## config.mk

```make
export PLATFORM = sky130hd
export DESIGN_NAME = cgra_kernel_loader
export DESIGN_NICKNAME = d
export VERILOG_FILES = /design/src/rtl/cgra_kernel_loader.sv
export SDC_FILE = /design/constraint.sdc
export NUM_CORES = 1
export LEC_CHECK = 0
export BUFFER_PORTS_ARGS = -buffer_cell sky130_fd_sc_hd__buf_2
export CELL_PAD_IN_SITES_DETAIL_PLACEMENT = 0
export CELL_PAD_IN_SITES_GLOBAL_PLACEMENT = 1
export CORE_MARGIN = 4
export CORE_UTILIZATION = 43
export DETAILED_ROUTE_END_ITERATION = 10
export MAX_ROUTING_LAYER = met4
export PLACE_DENSITY = 0.88
export SLEW_MARGIN = 40
export SYNTH_ARGS = -nofsm -noshare
export SYNTH_HDL_FRONTEND = slang
export SYNTH_SLANG_ARGS = --single-unit
```

## constraint.sdc

```tcl
create_clock -name clk_i -period 4.8 [get_ports clk_i]
set_input_delay 0.24 -clock clk_i [delete_from_list [all_inputs] [get_ports clk_i]]
set_output_delay 0.24 -clock clk_i [all_outputs]
set_load 0.03 [all_outputs]
```

## src/rtl/cgra_kernel_loader.sv

```systemverilog
// rtl/cgra_kernel_loader.sv - kernel launch sequencer: kernel word decode, column allocation, instruction streaming
module cgra_kernel_loader #(
    parameter int N_COL          = 4,
    parameter int KER_CONF_N_REG = 16,
    parameter int IMEM_N_LINES   = 128,
    parameter int RCS_NUM_CREG   = 32,
    parameter int KID_W          = $clog2(KER_CONF_N_REG),
    parameter int IA_W           = $clog2(IMEM_N_LINES),
    parameter int CA_W           = $clog2(RCS_NUM_CREG),
    parameter int KMEM_WIDTH     = N_COL + IA_W + CA_W
) (
    input  logic                  clk_i,
    input  logic                  rst_ni,
    input  logic                  start_i,
    input  logic [KID_W-1:0]      ker_id_i,
    output logic                  busy_o,
    output logic                  done_o,
    output logic                  err_o,
    output logic                  kmem_req_o,
    output logic [KID_W-1:0]      kmem_add_o,
    input  logic [KMEM_WIDTH-1:0] kmem_rdata_i,
    input  logic [N_COL-1:0]      col_free_i,
    output logic [N_COL-1:0]      col_alloc_o,
    output logic                  imem_req_o,
    output logic [IA_W-1:0]       imem_add_o,
    output logic                  cfg_we_o,
    output logic [CA_W-1:0]       cfg_add_o,
    input  logic                  release_i
);

    // Range check needs one extra bit so start + count cannot silently wrap.
    localparam int AW = IA_W + 1;
    // Candidate windows are built double width so a window sliding off the top is detectable.
    localparam int WW = 2 * N_COL;

    typedef enum logic [2:0] {
        ST_IDLE,
        ST_KREQ,
        ST_DECODE,
        ST_ALLOC,
        ST_LOAD,
        ST_DRAIN,
        ST_RUN,
        ST_ERR
    } state_t;

    state_t state_q, state_d;

    logic [KID_W-1:0] ker_id_q;
    logic [CA_W-1:0]  n_instr_q;
    logic [IA_W-1:0]  imem_start_q;
    logic [N_COL-1:0] n_col_q;
    logic [CA_W-1:0]  idx_q;
    logic [IA_W-1:0]  imem_add_q;
    logic [N_COL-1:0] col_alloc_q;
    logic             cfg_we_q;
    logic [CA_W-1:0]  cfg_add_q;
    logic             done_q;

    // Fields of the kernel word as it arrives, checked before being registered.
    logic [CA_W-1:0]  dec_n_instr;
    logic [IA_W-1:0]  dec_start;
    logic [N_COL-1:0] dec_n_col;
    logic             dec_onehot;
    logic [AW-1:0]    dec_end;
    logic             dec_bad;

    assign dec_n_instr = kmem_rdata_i[CA_W-1:0];
    assign dec_start   = kmem_rdata_i[CA_W+IA_W-1:CA_W];
    assign dec_n_col   = kmem_rdata_i[KMEM_WIDTH-1:CA_W+IA_W];
    assign dec_onehot  = (dec_n_col != '0) && ((dec_n_col & (dec_n_col - N_COL'(1))) == '0);
    assign dec_end     = AW'(dec_start) + AW'(dec_n_instr) + AW'(1);
    assign dec_bad     = (ker_id_q == '0) || !dec_onehot || (dec_end > AW'(IMEM_N_LINES));

    // One-hot bit k turns into a mask of k+1 low ones (bit N_COL-1 wraps to all ones).
    logic [N_COL-1:0] need_mask;
    assign need_mask = (n_col_q << 1) - N_COL'(1);

    logic             load_last;
    assign load_last = (idx_q == n_instr_q);

    logic             win_found;
    logic [N_COL-1:0] win_mask;
    logic [WW-1:0]    cand;

    // Lowest-index window of contiguous free columns large enough for the kernel.
    always_comb begin
        win_found = 1'b0;
        win_mask  = '0;
        cand      = '0;
        for (int s = 0; s < N_COL; s++) begin
            cand = WW'(need_mask) << s;
            if (!win_found && (cand[WW-1:N_COL] == '0) &&
                ((cand[N_COL-1:0] & ~col_free_i) == '0)) begin
                win_found = 1'b1;
                win_mask  = cand[N_COL-1:0];
            end
        end
    end

    // State register.
    always_ff @(posedge clk_i) begin
        if (!rst_ni) begin
            state_q <= ST_IDLE;
        end else begin
            state_q <= state_d;
        end
    end

    // Next-state selection and state-decoded strobes.
    always_comb begin
        state_d    = state_q;
        busy_o     = 1'b1;
        err_o      = 1'b0;
        kmem_req_o = 1'b0;
        kmem_add_o = '0;
        imem_req_o = 1'b0;
        case (state_q)
            ST_IDLE: begin
                busy_o = 1'b0;
                if (start_i) state_d = ST_KREQ;
            end
            ST_KREQ: begin
                kmem_req_o = 1'b1;
                kmem_add_o = ker_id_q;
                state_d    = ST_DECODE;
            end
            ST_DECODE: begin
                state_d = dec_bad ? ST_ERR : ST_ALLOC;
            end
            ST_ALLOC: begin
                if (win_found) state_d = ST_LOAD;
            end
            ST_LOAD: begin
                imem_req_o = 1'b1;
                if (load_last) state_d = ST_DRAIN;
            end
            ST_DRAIN: begin
                state_d = ST_RUN;
            end
            ST_RUN: begin
                busy_o = 1'b0;
                if (release_i) state_d = ST_IDLE;
            end
            ST_ERR: begin
                err_o   = 1'b1;
                state_d = ST_IDLE;
            end
            default: state_d = ST_IDLE;
        endcase
    end

    // Launch datapath: captured ID and fields, line/index counters, delayed config write, allocation.
    always_ff @(posedge clk_i) begin
        if (!rst_ni) begin
            ker_id_q     <= '0;
            n_instr_q    <= '0;
            imem_start_q <= '0;
            n_col_q      <= '0;
            idx_q        <= '0;
            imem_add_q   <= '0;
            col_alloc_q  <= '0;
            cfg_we_q     <= 1'b0;
            cfg_add_q    <= '0;
            done_q       <= 1'b0;
        end else begin
            if (state_q == ST_IDLE && start_i) begin
                ker_id_q <= ker_id_i;
            end
            if (state_q == ST_DECODE) begin
                n_instr_q    <= dec_n_instr;
                imem_start_q <= dec_start;
                n_col_q      <= dec_n_col;
            end
            if (state_q == ST_ALLOC && win_found) begin
                col_alloc_q <= win_mask;
                idx_q       <= '0;
                imem_add_q  <= imem_start_q;
            end
            if (state_q == ST_LOAD && !load_last) begin
                idx_q      <= idx_q + CA_W'(1);
                imem_add_q <= imem_add_q + IA_W'(1);
            end
            if (state_q == ST_RUN && release_i) begin
                col_alloc_q <= '0;
            end
            cfg_we_q <= (state_q == ST_LOAD);
            if (state_q == ST_LOAD) begin
                cfg_add_q <= idx_q;
            end
            done_q <= (state_q == ST_DRAIN);
        end
    end

    assign imem_add_o  = imem_add_q;
    assign cfg_we_o    = cfg_we_q;
    assign cfg_add_o   = cfg_add_q;
    assign col_alloc_o = col_alloc_q;
    assign done_o      = done_q;

endmodule

```

==> impl_metrics.ini, run 1 <==
[pwr]
cellLeakagePower_uw = 0.00118
p_per_area_mw_per_mm2 = 426
ir_drop_mv = 0.247

[final_layout]
synthToLayoutAreaGrowth_pct = 15.8
drive_above_1_share = 0.216
nNetsFinal = 379
num_antenna_cells = 0

[die]
die_area_mm2 = 0.00716
std_cell_rows = 27
coreArea_mm2 = 0.00561
start_util = 0.450
die_h_um = 84.6
die_w_um = 84.6
ios = 54

[route]
vias = 2221
drc = 0
drt_iter0_drc = 125
ant_nets = 0
wl_um = 5590
dr.pass1.iters = 5
wl_met1_um = 2720
dr_wl_met3_um = 260
via_per_inst = 5.36
top_layer_used = met4
met2WireLength_um = 2520
avgRoutedWirePerCell_um = 13.5

[sta]
period_share = 0.512
rsz0062_at_grt = no
setup_tns_ns = 0
whs_ns = 0.194
worst_pin_slew_ns = 0.648
slew-limit-headroom = 0.567
finalHoldViolations = 0
worst_clock_skew_ns = 0.0102
setup_viol = 0
fmax_ghz = 0.407
finalCriticalPeriod_ns = 2.46
slew_violations = 0

[setup_path]
critPathRequiredTime_ns = 5.04
timing.rr.end = imem_add_o[0]$_SDFFE_PN0P_
crit_start = n_col_q[0]$_SDFFE_PN0P_
crit_chain = inv_1 > ha_1 > o221a_2 > a21oi_2 > a2bb2oi_4 > or2_1 > o221ai_2 > a21oi_1
cp_num_buf_inv = 1
crit_slowest_cell = dfxtp_1
endpoint_kind = flop
r2r-start = n_col_q[0]$_SDFFE_PN0P_
slowest_delay_ns = 0.61
critical_path_arrival_ns = 2.70
critPathLaunchType = flop
cp.depth = 8
criticalPathCategory = reg2reg
r2r_slack_ns = 2.34
crit_end = imem_add_o[0]$_SDFFE_PN0P_
crit_fanout = 14
r2r_cells = 8
cpLargestDelayFamily = compound AO/OA/AOI/OAI gates

[logic_synthesis]
synth-simple-area-share = 0.214
yosysWarnings = 0
yosys.area_share.adder = 0.0525
synth_most_common_cell = dfxtp_1
synth_top_family_by_area = compound AO/OA/AOI/OAI gates
synthCells = 297
synth_edf_count = 0
synthArstFlopShare = 0
synth_xor_area_frac = 0.0377
synth.top_cell.area_share = 0.357
ys_seq_area_frac = 0.357
ys_ff_latch = 45
avgSynthCellArea_um2 = 8.50
synth_cell_type_count = 54
synth_compound_area_frac = 0.244
muxShareOfSynthArea = 0.0476
synthesis.nets = 335
synth_top_area_cell = dfxtp_1
synth_common_cells = 45 x dfxtp_1, 42 x nand2_1, 17 x nor2_1
synth_ff_type = dfxtp_1
synth.cell_area_mm2 = 0.00252
synthTopCellsByArea = dfxtp_1 36%, nand2_1 6.2%, mux2i_1 4.8%, a21boi_0 4.5%, ha_1 4.5%

[global_routing]
grt_max_degree = 42
overflow = 0
grt_pass1_vias = 2012
track_usage = 0.165
grt_pass1_wl_um = 9540
antenna_found_initial = 0

[cts]
cts_max_level = 2
cts_buffers = 5
cts_setup_buffers = 0
cts_tree = built
clock_latency_ns = 0.31
ctsResizeCount = 0
holdBufCountCts = 0
cts.clk_slew.worst_paths_ns = 0.09
cts-root-buf = clkbuf_8
cts_buffer_depth = 2
clkSinkCount = 45

[flow_run]
maxCapViolCount = 0

[placement]
routabilityCongestion = 0.871
portBuffers = 53
dp_hpwl_um = 4190

[worst_hold_path]
hold_class = in2reg

[run_status]
status = finished, final reports clean
==> worst min-delay path, delay by kind of cell <==
kind	cells	cell delay, ns
AOI/OAI and AO/OA	1	0.06
and+or+nand+nor	1	0.05
buffers and inverters	1	0.11
==> worst min-delay path by stage <==
stage / cells past startpoint / endpoint / start
2_1_floorplan: 2 / imem_start_q[0]$_SDFFE_PN0P_ / kmem_rdata_i[5]
3_3_place_gp: 2 / col_alloc_o[2]$_SDFFE_PP0P_ / col_alloc_o[2]$_SDFFE_PP0P_
3_5_place_dp: 2 / col_alloc_o[2]$_SDFFE_PP0P_ / col_alloc_o[2]$_SDFFE_PP0P_
4_1_cts: 3 / ker_id_q[1]$_SDFFE_PN0P_ / ker_id_i[1]
5_1_grt: 3 / ker_id_q[0]$_SDFFE_PN0P_ / ker_id_i[0]
6_report: 3 / imem_start_q[0]$_SDFFE_PN0P_ / kmem_rdata_i[5]
==> layout by cell type (no fill, tap or decap), drive strengths merged, types with 2 or more instances in the layout <==
cell type	instances
ha	9
inv	13
o2111ai	3
xnor2	6
and3	3
o21a	4
a2bb2oi	3
o211ai	2
and2	7
a32oi	2
buf	53
nor3b	4
nand3b	2
nor2	18
a22oi	2
mux2i	12
a31oi	2
clkbuf	6
or2	2
a21oi	14
a21boi	21
a21o	3
nand3	4
xor2	4
dfxtp	45
nor3	2
o221a	2
nand2	42
nor2b	11
nand4	8
o21ai	18
==> sequential cells by signal (all words and copies together), names as in the netlist <==
| signal | cells |
|---|---|
| cfg_we_o | 1 |
| imem_start_q | 7 |
| n_col_q | 3 |
| n_instr_q | 5 |
| col_alloc_o | 4 |
| done_o | 1 |
| imem_add_o | 7 |
| cfg_add_o | 5 |
| idx_q | 5 |
| state_q | 3 |
| ker_id_q | 4 |
==> power breakdown <==
group          switching (uW)  internal [uW]  leakage, uW  total (uW)
combinational             274            172     0.000756         446
clock                     134            156    0.0000554         290
sequential               79.0            429     0.000365         508
total                     487            758      0.00118        1240
==> kinds of logic (layout without fill, tap and decap cells) <==
logic type | count (synthesis) | in the layout
xor+xnor | 10 | 10
simple gates | 107 | 107
buf+inv | 29 | 74
flops | 45 | 45
mux | 12 | 12
fa+ha+maj | 10 | 10
compound gates | 84 | 84
==> area by class of cell <==
| type | count | area (um2) |
|---|---|---|
| Tap cell | 72 | 90.1 |
| Inverter | 13 | 48.8 |
| Clock buffer | 6 | 72.6 |
| Clock inverter | 2 | 38.8 |
| Timing Repair Buffer | 53 | 265 |
| Fill cell | 581 | 2690 |
| Sequential cell | 45 | 901 |
| Multi-Input combinational cell | 223 | 1510 |
==> metrics by stage <==
| stage | worst slack [ns] | instance area, um2 | total power, uW | util | std cells |
|---|---|---|---|---|---|
| after global placement | 2.44 | 2810 | 954 | 0.501 | 406 |
| after detailed placement | 2.34 | 2810 | 963 | 0.501 | 406 |
| after floorplan | 2.51 | 2520 | 861 | - | 297 |
| after global routing | 2.13 | 2920 | 1330 | 0.521 | 414 |
| final | 2.34 | 2920 | 1240 | 0.521 | 414 |
| after CTS | 2.35 | 2920 | 1250 | 0.521 | 414 |
==> layer usage <==
metal | track usage | up-vias
met2 | 0.250 | 48
li1 | - | 1132
met3 | 0.0343 | 6
met5 | - | -
met4 | 0.0532 | 0
met1 | 0.219 | 1035
(Power assumes the default switching activity.)
==> run 2: changes to the inputs <==
--- a/config.mk
+++ b/config.mk
@@ -9,10 +9,10 @@
 export CELL_PAD_IN_SITES_DETAIL_PLACEMENT = 0
 export CELL_PAD_IN_SITES_GLOBAL_PLACEMENT = 1
 export CORE_MARGIN = 4
-export CORE_UTILIZATION = 43
+export CORE_UTILIZATION = 40
 export DETAILED_ROUTE_END_ITERATION = 10
 export MAX_ROUTING_LAYER = met4
-export PLACE_DENSITY = 0.88
+export PLACE_DENSITY = 0.83
 export SLEW_MARGIN = 40
 export SYNTH_ARGS = -nofsm -noshare
 export SYNTH_HDL_FRONTEND = slang
==> constraint.sdc (replaced) <==
create_clock -name clk_i -period 2.4 [get_ports clk_i]
set_input_delay 0.12 -clock clk_i [delete_from_list [all_inputs] [get_ports clk_i]]
set_output_delay 0.12 -clock clk_i [all_outputs]
set_load 0.03 [all_outputs]
==> impl_metrics.ini, run 2 (synthesized netlist as in run 1, its figures left out) <==
[run_status]
status = finished, final reports clean

[setup_path]
criticalPathCategory = reg2reg
critPathLaunchType = flop
endpoint_kind = flop
crit_fanout = 8
critPathRequiredTime_ns = 2.63
critical_path_arrival_ns = 2.38

[cts]
ctsResizeCount = 0
clock_latency_ns = 0.30
cts-root-buf = clkbuf_8
holdBufCountCts = 0
cts_tree = built
clkSinkCount = 45
cts_buffers = 5
cts_setup_buffers = 0
cts.clk_slew.worst_paths_ns = 0.08
cts_max_level = 2
cts_buffer_depth = 2

[route]
dr.pass1.iters = 4
drt_iter0_drc = 120
ant_nets = 0
wl_um = 5580
avgRoutedWirePerCell_um = 13.2
drc = 0
vias = 2243
via_per_inst = 5.32

[pwr]
ir_drop_mv = 0.480
power.total_uw = 2380
pwr-share-seq = 0.407
p_comb_frac = 0.402
switching_share = 0.399
cellLeakagePower_uw = 0.00118
internal_power_uw = 1430
p_clk_frac = 0.191
switchingPower_uw = 951
p_per_area_mw_per_mm2 = 812

[worst_hold_path]
hold_class = in2reg

[placement]
dp_hpwl_um = 4260
dp_cells = 414
portBuffers = 53
routabilityCongestion = 0.806

[die]
std_cell_rows = 28
ios = 54
die_h_um = 87.5
die_area_mm2 = 0.00765
coreArea_mm2 = 0.00603
start_util = 0.419
die_w_um = 87.5

[final_layout]
post_layout_nonfiller_instances = 422
nNetsFinal = 384
final_common_cell = buf_2
num_antenna_cells = 0
mostFrequentLayoutCells = 53 x buf_2, 45 x dfxtp_1, 42 x nand2_1
drive_above_1_share = 0.222
synthToLayoutAreaGrowth_pct = 16.2

[sta]
setup_tns_ns = 0
period_share = 0.895
slew_violations = 0
worst_clock_skew_ns = 0.0112
finalCriticalPeriod_ns = 2.15
finalHoldViolations = 0
slew-limit-headroom = 0.596
fmax_ghz = 0.466
worst_pin_slew_ns = 0.604
setup_viol = 0
rsz0062_at_grt = no

[global_routing]
grt_max_degree = 26
antenna_found_initial = 0
grt_pass1_vias = 2021
track_usage = 0.157
overflow = 0
grt_pass1_wl_um = 9410

[flow_run]
maxCapViolCount = 0
run 2: cell types whose count changed in the layout (fill, tap and decap cells not counted):
cell,before,now
clkinv_4,1,0
nor2_2,1,0
buf_4,0,5
nor2_1,16,17
clkbuf_1,1,2
clkinvlp_4,0,1
bufinv_16,1,0
run 2: routing by layer:
layer	GRT usage	share of wire	vias up
li1	-	-	1148
met1	0.217	0.50	1030
met2	0.228	0.43	60
met3	0.0341	0.060	5
met4	0.0488	0.013	0
met5	-	0	-
run 2: power groups by stage:
stage | Combinational, uW | Sequential (uW) | Clock (uW)
floorplan | 759 | 964 | 0
global route | 1070 | 990 | 496
detailed placement | 961 | 989 | 0
global placement | 951 | 987 | 0
finish | 958 | 971 | 454
CTS | 964 | 971 | 464
run 2: final timing paths:
path,start,endpoint,slack (ns),cells past startpoint
worst max-delay path,n_col_q[0]$_SDFFE_PN0P_,idx_q[0]$_SDFFE_PN0P_,0.25,8
worst min-delay path,ker_id_i[1],ker_id_q[1]$_SDFFE_PN0P_,0.07,3
worst max register to register,n_col_q[0]$_SDFFE_PN0P_,idx_q[0]$_SDFFE_PN0P_,0.25,8
worst min register to register,col_alloc_o[2]$_SDFFE_PP0P_,col_alloc_o[2]$_SDFFE_PP0P_,0.46,2
run 2: stage by stage:
stage                     setup slack [ns]  instance area, um2  hold slack (ns)   util
after global routing                0.0606                2930           0.0731  0.487
final                                0.252                2930           0.0737  0.487
after floorplan                      0.111                2520            0.265      -
after detailed placement             0.272                2850            0.387  0.473
after global placement               0.338                2850            0.376  0.473
after CTS                            0.249                2930           0.0723  0.487
run 2: area by class of cell:
cell class | count | area [um2]
clock buffers | 7 | 76.3
clock inverters | 1 | 7.51
fillers | 587 | 3090
inverters | 13 | 48.8
multi-input cells | 223 | 1500
flip-flops and latches | 45 | 901
well taps | 75 | 93.8
repair buffers | 58 | 303
run 2: worst max-delay path, cell delays in order (launching register included):
cell and delay (ns):
dfxtp_1 0.34, inv_1 0.04, ha_1 0.39, o221a_2 0.32
a21oi_2 0.16, a2bb2oi_4 0.25, or2_1 0.33, a31oi_1 0.13
nor2b_1 0.11
